`config.mk`:
```
export PLATFORM = sky130hd
export DESIGN_NAME = cond_handler
export DESIGN_NICKNAME = d
export VERILOG_FILES = /design/src/rtl/cond_handler_pkg.sv /design/src/rtl/cond_handler_eval.sv /design/src/rtl/cond_handler.sv
export SDC_FILE = /design/constraint.sdc
export NUM_CORES = 1
export LEC_CHECK = 0
export CORE_AREA = 2 2 39 41
export CTS_CLUSTER_SIZE = 20
export DETAILED_ROUTE_END_ITERATION = 8
export DIE_AREA = 0 0 41 43
export DONT_BUFFER_PORTS = 1
export GPL_TIMING_DRIVEN = 0
export SLEW_MARGIN = 40
export SYNTH_ARGS = -nofsm -noshare
export SYNTH_HDL_FRONTEND = slang
export SYNTH_SLANG_ARGS = --single-unit
```
`constraint.sdc`:
```
create_clock -name Clk -period 1.9 [get_ports Clk]
set_clock_uncertainty 0.15 [all_clocks]
set_input_delay 0.095 -clock Clk [delete_from_list [all_inputs] [get_ports Clk]]
set_output_delay 0.095 -clock Clk [all_outputs]
set_load 0.1 [all_outputs]
```
`src/rtl/cond_handler_pkg.sv`:
```
// Shared definitions for ARM condition evaluation: condition codes, FSM states, flag order.
package cond_handler_pkg;

  localparam logic [3:0] COND_EQ = 4'h0;
  localparam logic [3:0] COND_NE = 4'h1;
  localparam logic [3:0] COND_CS = 4'h2;
  localparam logic [3:0] COND_CC = 4'h3;
  localparam logic [3:0] COND_MI = 4'h4;
  localparam logic [3:0] COND_PL = 4'h5;
  localparam logic [3:0] COND_VS = 4'h6;
  localparam logic [3:0] COND_VC = 4'h7;
  localparam logic [3:0] COND_HI = 4'h8;
  localparam logic [3:0] COND_LS = 4'h9;
  localparam logic [3:0] COND_GE = 4'hA;
  localparam logic [3:0] COND_LT = 4'hB;
  localparam logic [3:0] COND_GT = 4'hC;
  localparam logic [3:0] COND_LE = 4'hD;
  localparam logic [3:0] COND_AL = 4'hE;
  localparam logic [3:0] COND_NV = 4'hF;

  // Flag vector bit positions: {N, Z, C, V}
  localparam int FLAG_N = 3;
  localparam int FLAG_Z = 2;
  localparam int FLAG_C = 1;
  localparam int FLAG_V = 0;

  typedef enum logic {
    IDLE  = 1'b0,
    FLUSH = 1'b1
  } state_t;

endpackage

```
`src/rtl/cond_handler_eval.sv`:
```
// Combinational ARM condition-field evaluator: cond[3:0] against flags {N,Z,C,V} -> pass.
module cond_eval
  import cond_handler_pkg::*;
(
  input  logic [3:0] cond,
  input  logic [3:0] flags,
  output logic       pass
);

  logic n, z, c, v;

  assign n = flags[FLAG_N];
  assign z = flags[FLAG_Z];
  assign c = flags[FLAG_C];
  assign v = flags[FLAG_V];

  always_comb begin
    pass = 1'b0;
    case (cond)
      COND_EQ: pass = z;
      COND_NE: pass = !z;
      COND_CS: pass = c;
      COND_CC: pass = !c;
      COND_MI: pass = n;
      COND_PL: pass = !n;
      COND_VS: pass = v;
      COND_VC: pass = !v;
      COND_HI: pass = c & !z;
      COND_LS: pass = !c | z;
      COND_GE: pass = (n == v);
      COND_LT: pass = (n != v);
      COND_GT: pass = !z & (n == v);
      COND_LE: pass = z | (n != v);
      COND_AL: pass = 1'b1;
      default: pass = 1'b0;
    endcase
  end

endmodule

```
`src/rtl/cond_handler.sv`:
```
// Registered conditional-execute / branch / link strobes, plus a flush counter that
// squashes younger stages for FLUSH_CYCLES cycles after a taken branch.
module cond_handler
  import cond_handler_pkg::*;
#(
  parameter int FLUSH_CYCLES = 2
) (
  input  logic       Clk,
  input  logic       Reset,
  input  logic       valid,
  input  logic [3:0] cond,
  input  logic       is_branch,
  input  logic       is_link,
  input  logic       N,
  input  logic       Zero,
  input  logic       C,
  input  logic       V,
  input  logic       N_,
  input  logic       Zero_,
  input  logic       C_,
  input  logic       V_,
  input  logic       psr_load,
  output logic       cond_pass,
  output logic       branch_taken,
  output logic       link_we,
  output logic       flush,
  output logic       busy
);

  localparam logic [3:0] FLUSH_INIT = 4'(FLUSH_CYCLES);

  state_t     state, state_n;
  logic [3:0] cnt, cnt_n;
  logic       cp_n, bt_n, lw_n, fl_n, busy_n;
  logic [3:0] eff_flags;
  logic       pass;

  // The PSR is being rewritten this cycle, so the ALU flags are the architecturally current ones.
  assign eff_flags = psr_load ? {N_, Zero_, C_, V_} : {N, Zero, C, V};

  cond_eval u_eval (
    .cond  (cond),
    .flags (eff_flags),
    .pass  (pass)
  );

  always_comb begin
    state_n = state;
    cnt_n   = cnt;
    cp_n    = 1'b0;
    bt_n    = 1'b0;
    lw_n    = 1'b0;
    fl_n    = 1'b0;
    busy_n  = 1'b0;
    case (state)
      IDLE: begin
        cp_n = valid & pass;
        if (valid & pass & is_branch) begin
          bt_n    = 1'b1;
          lw_n    = is_link;
          fl_n    = 1'b1;
          busy_n  = 1'b1;
          cnt_n   = FLUSH_INIT;
          state_n = FLUSH;
        end
      end
      FLUSH: begin
        if (cnt == 4'd1) begin
          cnt_n   = 4'd0;
          state_n = IDLE;
        end else begin
          cnt_n  = cnt - 4'd1;
          fl_n   = 1'b1;
          busy_n = 1'b1;
        end
      end
      default: state_n = IDLE;
    endcase
  end

  always_ff @(posedge Clk) begin
    if (!Reset) begin
      state        <= IDLE;
      cnt          <= 4'd0;
      cond_pass    <= 1'b0;
      branch_taken <= 1'b0;
      link_we      <= 1'b0;
      flush        <= 1'b0;
      busy         <= 1'b0;
    end else begin
      state        <= state_n;
      cnt          <= cnt_n;
      cond_pass    <= cp_n;
      branch_taken <= bt_n;
      link_we      <= lw_n;
      flush        <= fl_n;
      busy         <= busy_n;
    end
  end

endmodule
```
# Word level (Yosys, flattened, before mapping)
# Index checks and enable logic that the tools add are counted.
[classes]
addsub = 1
n_eq_ne = 18
n_reduce_logical = 7
mux = 8
bitwise = 9
[op_table]
columns = ["operator", "n"]
rows = [
  ["$eq A4 B4 Y1 const B", 7],
  ["$eq A4 B3 Y1 const B", 4],
  ["$pmux W1 S15", 1],
  ["$mux W4", 3],
  ["$eq A4 B1 Y1 const B", 2],
  ["$eq A4 B2 Y1 const B", 2],
  ["$pmux W4 S2", 1],
  ["$and A1 B1 Y1", 4],
  ["$logic_not A1 Y1", 4],
  ["$logic_not A4 Y1", 1],
  ["$sub A4 B1 Y4 const B", 1],
  ["$not A1 Y1", 3],
  ["$reduce_or A3 Y1", 1],
  ["$mux W1", 2],
  ["$ne A2 B2 Y1 const B", 1],
  ["$or A1 B1 Y1", 2],
  ["$pmux W1 S2", 1],
  ["$reduce_or A2 Y1", 1],
  ["$eq A1 B1 Y1", 1],
  ["$ne A1 B1 Y1", 1],
]
[totals]
input_bits = 18
wordCells = 48
reg_bits = 8

# Longest topological paths before layout
# Gate-level depths: netlist (run 1).
[depth]
word_depth = 8
ltp_mapped = 7

# Hierarchy
# Synthesis (run 1) repeated with hierarchy kept, for this count alone.
[unflattened]
cells_unflattened = 72
area_unflattened_um2 = 616.8
[modules_own_cells]
columns = ["mod", "cells_each", "instances", "area_each_um2"]
rows = [
  ["cond_handler", 44, 1, 422.9],
  ["cond_eval", 28, 1, 193.9],
]

# Least setup slack after synthesis (run 1)
# No wires, ideal clock.
[synth_path]
kind = "input -> register"
from = "input port V_"
to = "register cnt[1]"
path_buffers = 0
t_arrival_ns = 1.475
slack_ns = 0.153
stages = 6
cell_sequence = "xnor2_1 mux4_2 and4b_4 nor3_2 a21oi_2 o311a_1"
[synth_via]
elab_chain_len = 7
elab_cells_between_ends = 10
cone_classes = "eq/ne: 3; mux: 2; bitwise: 4; reduce/logical: 1"
[synth_lines]
columns = ["item", "line", "source"]
rows = [
  ["from (decl)", "cond_handler.sv:21", "input logic V_,"],
  ["$mux W4 (*)", "cond_handler.sv:39", "assign eff_flags = psr_load ? {N_, Zero_, C_, V_} : {N, Zero, C, V};"],
  ["$ne A1 B1 Y1 or $eq A1 B1 Y1 (tied branches)", "-", ""],
  ["$or A1 B1 Y1 or $and A1 B1 Y1 (tied branches)", "cond_handler_eval.sv:33, cond_handler_eval.sv:32", ""],
  ["$pmux W1 S15 (*)", "cond_handler_eval.sv:19", "case (cond)"],
  ["$and A1 B1 Y1 (*) (2 in series)", "cond_handler.sv:58", "if (valid & pass & is_branch) begin"],
  ["$ne A2 B2 Y1 (no line) (*)", "-", ""],
  ["to (signal assigned)", "cond_handler.sv:92", "cnt <= cnt_n;"],
  ["to (decl)", "cond_handler.sv:33", "logic [3:0] cnt, cnt_n;"],
]
# Every way passes the cells marked *; elsewhere a longest branch is shown, timed or not.
# A chain may end at the register's enable or synchronous reset.

# Worst setup path in the final report (run 1)
[layout_path]
from = "input port valid"
to = "register cnt[3]"
[layout_via]
elab_chain_len = 3
[layout_lines]
columns = ["item", "line", "source"]
rows = [
  ["from (decl)", "cond_handler.sv:10", "input logic valid,"],
  ["$and A1 B1 Y1 (2 in series)", "cond_handler.sv:58", ""],
  ["$ne A2 B2 Y1 (no line)", "-", ""],
]
# No other way between the ends.

==> results of run 1 <==
sequential cells by signal, summed over array words and instances, names as in the netlist:
register / flops
branch_taken: 1
cnt: 4
link_we: 1
cond_pass: 1
state: 1
how the worst min path moves through the flow:
stage / end / slack, ps / cells after the start
3_5_place_dp: cnt[1] / 80 / 1
5_1_grt: cnt[2] / 10 / 3
4_1_cts: cnt[2] / 6 / 3
2_1_floorplan: cnt[1] / 80 / 1
3_3_place_gp: cnt[1] / 80 / 1
6_report: cnt[2] / 7 / 3
power by group through the flow:
stage	logic, W	registers (W)	clock network (W)
4_1_cts	0.000118	0.000219	0.000143
5_1_grt	0.000129	0.000223	0.000154
3_3_place_gp	0.000108	0.000222	0
3_5_place_dp	0.000109	0.000223	0
2_1_floorplan	0.0000957	0.000220	0
6_report	0.000117	0.000220	0.000137
Yosys cell counts:
master and number:
nand2_1 9, dfxtp_1 8, mux2i_1 8, nor3b_1 5, nor2b_1 4, clkbuf_1 3
nor3_1 3, a21oi_1 2, and2_1 2, and3b_1 2, ha_1 2, inv_1 2
nand3_1 2, nand4_1 2, o21ai_0 2, xnor2_1 2, a21oi_2 1, a41oi_1 1
and3_1 1, and4b_4 1, buf_2 1, buf_4 1, mux4_2 1, nand2_2 1
nand2b_1 1, nand3b_1 1, nor2_1 1, nor3_2 1, o211a_1 1, o21ai_1 1
o221ai_1 1, o22ai_1 1, o2bb2ai_1 1, o311a_1 1, or2_2 1, or2b_1 1
final cells by class:
class	count	area (µm²)
plain buffers	5	23.77
clock buffers	3	22.52
repair buffers	4	40.04
fillers	128	641.9
flip-flops and latches	8	165.2
inverters	2	7.507
multi-input cells	63	462.9
well taps	16	20.02
logic make-up after synthesis:
kind of cell | Yosys count | share of synthesized area
AO/OA/AOI/OAI | 12 | 0.1319
XOR/XNOR | 2 | 0.02677
adder cells (fa/ha/maj) | 2 | 0.03823
buffers and inverters | 7 | 0.04780
flip-flops | 8 | 0.2447
multiplexers | 9 | 0.1568
AND/OR/NAND/NOR | 38 | 0.3537
through the flow:
stage | hold WS [ps] | cells
2_1_floorplan | 76.25 | 78
4_1_cts | 5.781 | 101
5_1_grt | 11.99 | 101
6_report | 6.985 | 101
3_5_place_dp | 82.34 | 94
3_3_place_gp | 79.66 | 94
critical path: cells and delay by family:
| family | cells | cell delay [ps] |
|---|---|---|
| buffers and inverters | 2 | 1120 |
| AO/OA/AOI/OAI | 2 | 420 |
| AND/OR/NAND/NOR | 1 | 60 |
layer usage:
layer,vias up,global-route usage
li1,298,-
met2,21,0.2219
met4,0,0.08000
met3,3,0.1047
met1,245,0.2362
met5,-,0
==> flow_metrics.env, run 1 <==
export IMPL_crit_fanout=7
export IMPL_setup_viol=0
export IMPL_critPathArrivalTime_ps=1690
export IMPL_dpl_instance_area_um2=679.4
export IMPL_finalWorstSetupSlack_ps=197.3
export IMPL_vias=567
export IMPL_drc=0
export IMPL_postRouteAntennaNets=0
export IMPL_die_area_um2=1763
export IMPL_startpoint_type="input port"
export IMPL_max_freq_mhz=587.3
export IMPL_crit_required_ps=1890
export IMPL_drv_cap=0
export IMPL_syn_to_final_growth_pct=13.38
export IMPL_p_clk_frac=0.288
export IMPL_die_x_um=41
export IMPL_grt_remaining_overflow=0
export IMPL_start_util=0.4729
export IMPL_coreArea_um2=1384
export IMPL_ys_top_cells_by_area="dfxtp_1 (24%), mux2i_1 (12%), nor3b_1 (5.7%), nand2_1 (5.2%), ha_1 (3.8%)"
export IMPL_first_pass_iters=4
export IMPL_rows=14
export IMPL_fin_crit_ps=1703
export IMPL_grt_max_degree=11
export IMPL_reg2reg_setup_slack_ps=450
export IMPL_grt_pass1_vias=478
export IMPL_numCtsBuffers=3
export IMPL_reg2regPathDepth=4
export IMPL_cts_buffer_depth=2
export IMPL_p_sw_frac=0.3489
export IMPL_ys_types=36
export IMPL_ios=23
export IMPL_antenna_found_initial=0
export IMPL_routabilityCongestion=0.7761
export IMPL_synth_top_area_cell="dfxtp_1"
export IMPL_final_area_um2=742.0
export IMPL_met1Wirelength_um=654
export IMPL_synth_top_area_frac=0.2447
export IMPL_die_height_um=43
export IMPL_hold_viol_final=0
export IMPL_hp_start="Reset"
export IMPL_io_buffers=0
export IMPL_p_switching_w=0.0001653
export IMPL_cp_common_cell="dlygate4sd3_1"
export IMPL_cts_sinks=8
export IMPL_rsz0062_at_grt="no"
export IMPL_drt_iter0_drc=8
export IMPL_insertion_delay_ps=260
export IMPL_top_layer="met4"
export IMPL_path_cells="dlygate4sd3_1 > nand3_1 > dlygate4sd3_1 > a21oi_2 > o221ai_1"
export IMPL_p_int_w=0.0003084
export IMPL_wl_met2_um=505
export IMPL_vias_per_cell=5.614
export IMPL_tns_ps=0
export IMPL_crit_type="in -> reg"
export IMPL_slowest_stage="dlygate4sd3_1"
export IMPL_grt_pass1_wl_um=2049
export IMPL_end_kind="flop"
export IMPL_syn_inst=78
export IMPL_synth_area_um2=654.4
export IMPL_ir_worst_vdd_mv=0.3860
export IMPL_timing_rr_start="state"
export IMPL_worstMarginPinSlew_ps=642.8
export IMPL_final_common_cell="nand2_1"
export IMPL_postCtsSetupRepairBufs=0
export IMPL_wl_met3_um=119
export IMPL_synth_seq_cells=8
export IMPL_cts_tree="built"
export IMPL_dpl_hpwl_um=936.9
export IMPL_dp_slack_ps=-19.97
export IMPL_pwr_share_seq=0.464
export IMPL_most_common_layout_cells="nand2_1 (9), mux2i_1 (8), nor3b_1 (5)"
export IMPL_clk_pin_slew_ps=60
export IMPL_drive_gt1_frac=0.1765
export IMPL_combPwrFrac=0.248
export IMPL_htreeDepth=1
export IMPL_postCtsHoldBufs=4
export IMPL_syn_num_nets=98
export IMPL_leakage_nw=0.2966
export IMPL_fin_crit_sh=0.8961
export IMPL_startpoint="valid"
export IMPL_drt_wirelength_per_cell_um=12.87
export IMPL_cts_resized=0
export IMPL_max_stage_delay_ps=570
export IMPL_hp_class="in -> reg"
export IMPL_total_power_w=0.0004737
export IMPL_grt_total_usage=0.1771
export IMPL_pwr_density_cell_nw_per_um2=638.5
export IMPL_seq_area_frac_synth=0.2447
export IMPL_diodes=0
export IMPL_finalWirelength_um=1300
export IMPL_yosys_warnings=0
export IMPL_fin_nets=107
export IMPL_avgSynthCellArea_um2=8.389
export IMPL_slew_headroom=0.5715
export IMPL_postLayoutCoreUtil=0.5362
export IMPL_status="finished clean"
export IMPL_final_max_slew_viol_count=0
export IMPL_critPathCapture="cnt[3]"
export IMPL_root_buffer="clkbuf_4"
export IMPL_r2r_end="cnt[2]"
Power figures use the tool's default switching activity.
==> run 2, diff against run 1 <==
CAP_MARGIN = 20   (was default)
SYNTH_HIERARCHICAL = 1   (was default)
==> run 2 against run 1 <==
  * First-iteration DRC count is 50% higher
  * Register-to-register slack worse by 210 ps
  * Combinational power up 17%
  * Final cell count shrank 5.9%
  * Worst hold slack improved by 230 ps
==> flow_metrics.env, run 2 <==
export IMPL_drive_gt1_frac=0.2658
export IMPL_dp_slack_ps=-191.6
export IMPL_end_kind="flop"
export IMPL_ios=23
export IMPL_syn_to_final_growth_pct=16.02
export IMPL_synth_area_um2=616.8
export IMPL_grt_total_usage=0.1558
export IMPL_ys_types=35
export IMPL_grt_pass1_wl_um=1849
export IMPL_async_reset_ff_frac=0
export IMPL_yosys_cell_count_top_type="dfxtp_1"
export IMPL_most_common_layout_cells="nand2_1 (6), nand3_1 (5)"
export IMPL_status="finished clean"
export IMPL_coreArea_um2=1384
export IMPL_drv_cap=0
export IMPL_drt_iter0_drc=12
export IMPL_grt_use_met3=0.09424
export IMPL_postRouteAntennaNets=0
export IMPL_fill_cells=135
export IMPL_routabilityCongestion=0.7649
export IMPL_ys_flop_type="dfxtp_1"
export IMPL_grtUsageMet1=0.2065
export IMPL_final_max_slew_viol_count=0
export IMPL_syn_inst=72
export IMPL_synth_enable_flop_cells=0
export IMPL_htreeDepth=1
export IMPL_crit_type="in -> reg"
export IMPL_hold_viol_final=0
export IMPL_drc=0
export IMPL_seq_area_frac_synth=0.2596
export IMPL_pwr_density_cell_nw_per_um2=680.6
export IMPL_cts_sinks=8
export IMPL_vias=524
export IMPL_clk_pin_slew_ps=50
export IMPL_fin_crit_ps=1825
export IMPL_total_power_w=0.0004871
export IMPL_fin_crit_sh=0.9605
export IMPL_cts_buffer_depth=2
export IMPL_dpl_hpwl_um=853.8
export IMPL_rsz0062_at_grt="no"
export IMPL_postLayoutCoreUtil=0.5172
export IMPL_grt_max_degree=10
export IMPL_numCtsBuffers=3
export IMPL_first_pass_iters=4
export IMPL_root_buffer="clkbuf_4"
export IMPL_antenna_found_initial=0
export IMPL_startpoint_type="input port"
export IMPL_finalWirelength_um=1146
export IMPL_crit_fanout=4
export IMPL_yosys_warnings=6
export IMPL_synth_common_cells="dfxtp_1 (8), nand2_1 (6), nand3_1 (5)"
export IMPL_synth_seq_cells=8
export IMPL_critPathArrivalTime_ps=1800
export IMPL_max_freq_mhz=547.9
export IMPL_hp_class="in -> reg"
export IMPL_finalWorstSetupSlack_ps=74.97
export IMPL_die_area_um2=1763
export IMPL_crit_required_ps=1870
export IMPL_grt_pass1_vias=451
export IMPL_ir_worst_vdd_mv=0.4101
export IMPL_ys_top_cells_by_area="dfxtp_1 (26%), mux2_2 (7.3%), o211ai_1 (4.9%), a211o_1 (4.3%), ha_1 (4.1%)"
export IMPL_syn_num_nets=92
export IMPL_slew_headroom=0.5973
export IMPL_rows=14
export IMPL_cts_resized=0
export IMPL_diodes=0
export IMPL_io_buffers=0
export IMPL_cts_tree="built"
export IMPL_avgSynthCellArea_um2=8.567
export IMPL_worstMarginPinSlew_ps=596.5
export IMPL_synth_top_area_frac=0.2596
export IMPL_use_met2=0.2094
export IMPL_final_common_cell="nand2_1"
export IMPL_leakage_nw=0.2892
export IMPL_vias_per_cell=5.516
export IMPL_setup_viol=0
export IMPL_die_x_um=41
export IMPL_die_height_um=43
export IMPL_drt_wirelength_per_cell_um=12.06
export IMPL_fin_nets=101
export IMPL_synth_top_area_cell="dfxtp_1"
export IMPL_start_util=0.4458
export IMPL_busiest_layer="met2"
export IMPL_largest_register_ffs=4
export IMPL_insertion_delay_ps=250
export IMPL_grt_remaining_overflow=0
export IMPL_top_register="cnt"
==> run 2: repair_timing <==
item | in CTS | in global routing
endpoints found under the hold margin | 8 | 0
buffers inserted | 0 | 0
hold buffers | 4 | 0
==> run 2: final cells by class <==
class / instances / area [µm²] / share of cell area
flip-flops and latches: 8 / 165.2 / 0.2308
repair buffers: 4 / 40.04 / 0.05594
plain buffers: 5 / 38.79 / 0.05420
well taps: 16 / 20.02 / 0.02797
multi-input cells: 55 / 414.1 / 0.5787
inverters: 4 / 15.01 / 0.02098
clock buffers: 3 / 22.52 / 0.03147
==> run 2: through the flow <==
step / cells / hold slack (ps) / instance area [µm²] / TNS [ps]
after global routing: 95 / 259.3 / 715.7 / 0
after detailed placement: 88 / 101.4 / 653.1 / -572.2
after global placement: 88 / 104.3 / 648.1 / -546.2
after CTS: 95 / 241.0 / 715.7 / 0
after floorplan: 72 / 94.65 / 628.1 / -112.2
final: 95 / 236.8 / 715.7 / 0
==> run 2: final timing paths <==
check | from | to | slack (ps) | depth (start not counted)
setup / recovery | psr_load | state | 70 | 8
hold / removal | cond[0] | cond_pass | 240 | 4
setup reg to reg | state | state | 240 | 4
hold reg to reg | cnt[0] | cnt[0] | 350 | 2
==> run 2: worst max-delay path, cell delays in order <==
cell and delay, ps:
mux2_4 310, xnor2_2 200, o22ai_1 100, a211o_1 260, a211o_1 320, and4b_2 240, and2_4 140, nand2b_4 120
==> run 2: where the power goes <==
group | leakage (nW) | internal, W | total, W | switching [W]
Sequential | 0.0671 | 0.000182 | 0.000225 | 0.0000426
Combinational | 0.208 | 0.0000661 | 0.000137 | 0.0000705
Clock | 0.0138 | 0.0000720 | 0.000126 | 0.0000539
Total | 0.289 | 0.000320 | 0.000487 | 0.000167
==> run 2: kinds of logic after synthesis <==
group                      Yosys count  synth area share
adders and majority gates            2           0.04056
DFF                                  8            0.2596
and+or+nand+nor                     28            0.2657
AOI/OAI and AO/OA                   18            0.2090
buffers and inverters                9           0.08720
xor gates and xnor gates             2           0.04058
muxes                                5           0.09735
==> run 2: layer usage <==
metal / part of all wire / vias up / wire, µm
li1: - / 276 / -
met2: 0.44 / 15 / 506
met3: 0.065 / 0 / 75
met4: 0 / 0 / 0
met5: 0 / - / 0
met1: 0.49 / 233 / 564
==> run 3, diff against run 2 <==
CORE_AREA = default   (was 2 2 39 41)
CORE_ASPECT_RATIO = 0.8   (was default)
CORE_MARGIN = 2   (was default)
CORE_UTILIZATION = 35   (was default)
DIE_AREA = default   (was 0 0 41 43)
==> run 3 against run 2 <==
  * Critical path depth stayed put
  * Die area up 20%
  * Largest cell class unchanged
  * Utilization down 6.6 points
  * Count of clock-buffer cells in the layout unchanged
  * Critical path type unchanged
  * Via count grew 4.2%
==> flow_metrics.env, run 3 (synthesis results as in run 2) <==
export IMPL_status="finished clean"
export IMPL_drt_iter0_drc=9
export IMPL_cp_common_cell="a211o_1"
export IMPL_coreArea_um2=1643
export IMPL_finalWirelength_um=1276
export IMPL_dp_slack_ps=-193.3
export IMPL_pwr_density_cell_nw_per_um2=666.9
export IMPL_reg2regPathDepth=4
export IMPL_crit_fanout=4
export IMPL_postLayoutCoreUtil=0.4516
export IMPL_first_pass_iters=4
export IMPL_htreeDepth=1
export IMPL_grt_max_degree=10
export IMPL_root_buffer="clkbuf_4"
export IMPL_max_stage_delay_ps=330
export IMPL_dpl_hpwl_um=1001
export IMPL_startpoint_type="input port"
export IMPL_hold_viol_final=0
export IMPL_cts_tree="built"
export IMPL_drc=0
export IMPL_cp_depth=8
export IMPL_ios=23
export IMPL_top_register="cnt"
export IMPL_drt_wirelength_per_cell_um=12.51
export IMPL_cts_sinks=8
export IMPL_start_util=0.3755
export IMPL_final_max_slew_viol_count=0
export IMPL_final_area_um2=742.0
export IMPL_fin_cells=102
export IMPL_routabilityCongestion=0.7220
export IMPL_crit_family="compound AO/OA/AOI/OAI gates"
export IMPL_crit_required_ps=1870
export IMPL_clk_pin_slew_ps=50
export IMPL_rows=13
export IMPL_final_common_cell="nand2_1"
export IMPL_total_power_w=0.0004948
export IMPL_die_area_um2=2116
export IMPL_die_height_um=41.55
export IMPL_worstMarginPinSlew_ps=583.7
export IMPL_fin_crit_ps=1834
export IMPL_hold_path_end="cond_pass"
export IMPL_end_kind="flop"
export IMPL_finalWorstSetupSlack_ps=66.36
export IMPL_dp_cells=94
export IMPL_slew_headroom=0.6059
export IMPL_fin_nets=102
export IMPL_leakage_nw=0.2959
export IMPL_reg2reg_setup_slack_ps=230
export IMPL_largest_register_ffs=4
export IMPL_syn_to_final_growth_pct=20.28
export IMPL_cts_buffer_depth=2
export IMPL_grt_pass1_wl_um=2187
export IMPL_vias_per_cell=5.353
export IMPL_timing_rr_start="state"
export IMPL_path_cells="mux2_4 > xnor2_4 > o22ai_1 > a211o_1 > a211o_1 > and4b_2 > and2_4 > nand2b_4"
export IMPL_insertion_delay_ps=250
export IMPL_die_x_um=50.94
export IMPL_diodes=0
export IMPL_critPathArrivalTime_ps=1800
export IMPL_grt_remaining_overflow=0
export IMPL_grt_total_usage=0.1332
export IMPL_hp_start="cond[0]"
export IMPL_postRouteAntennaNets=0
export IMPL_drive_gt1_frac=0.2750
export IMPL_vias=546
export IMPL_fill_cells=166
export IMPL_ir_worst_vdd_mv=0.3303
export IMPL_fin_crit_sh=0.9651
export IMPL_numCtsBuffers=3
export IMPL_crit_type="in -> reg"
export IMPL_hp_class="in -> reg"
export IMPL_grt_pass1_vias=542
export IMPL_drv_cap=0
export IMPL_most_common_layout_cells="nand2_1 (6), nand3_1 (5)"
export IMPL_antenna_found_initial=0
export IMPL_slowest_stage="mux2_4"
export IMPL_crit_buf_inv=0
export IMPL_io_buffers=0
export IMPL_hold_path_cell_count=4
export IMPL_setup_viol=0
export IMPL_max_freq_mhz=545.4
export IMPL_r2r_end="state"
export IMPL_dpl_instance_area_um2=660.6
-- run 3: layer usage --
| layer | routed length, µm | part of all wire | up-vias | GRT usage |
|---|---|---|---|---|
| met5 | 0 | 0 | - | 0 |
| met4 | 0 | 0 | 0 | 0.04865 |
| met3 | 73 | 0.057 | 0 | 0.04317 |
| met2 | 611 | 0.48 | 18 | 0.2286 |
| met1 | 591 | 0.46 | 248 | 0.1527 |
| li1 | - | - | 280 | - |
-- run 3: how the worst max path moves through the flow --
stage	from	end
after floorplan	psr_load	state
after global placement	psr_load	state
after detailed placement	psr_load	state
after CTS	psr_load	state
after global routing	psr_load	state
final	psr_load	state
-- run 3: final cells by class --
cell class,instances,area [µm²],share of cell area
multi-input cells,55,425.4,0.5734
plain buffers,5,38.79,0.05228
repair buffers,5,47.55,0.06408
flip-flops and latches,8,165.2,0.2226
inverters,4,15.01,0.02024
clock buffers,3,22.52,0.03035
well taps,22,27.53,0.03710
-- run 3: power breakdown --
part	switching [W]	internal (W)	leakage [nW]
Combinational	0.0000739	0.0000708	0.215
Clock	0.0000532	0.0000720	0.0138
Sequential	0.0000430	0.000182	0.0671
-- run 3: repair_timing --
item                                    4_1_cts  5_1_grt
hold buffers                                  4        0
endpoints found under the setup margin        0        1
buffers inserted                              0        1
gates resized for setup                       0        1
endpoints found under the hold margin         8        0
-- run 3: through the flow --
step | TNS, ps | hold slack, ps
6_report | 0 | 281.4
5_1_grt | -5.419 | 281.3
4_1_cts | 0 | 254.1
3_5_place_dp | -600.7 | 97.91
3_3_place_gp | -511.6 | 99.93
2_1_floorplan | -112.2 | 94.65
-- run 3: worst min-delay path: cells and delay by family --
| family | cells | cell delay [ps] |
|---|---|---|
| AO/OA/AOI/OAI | 3 | 280 |
| AND/OR/NAND/NOR | 1 | 260 |
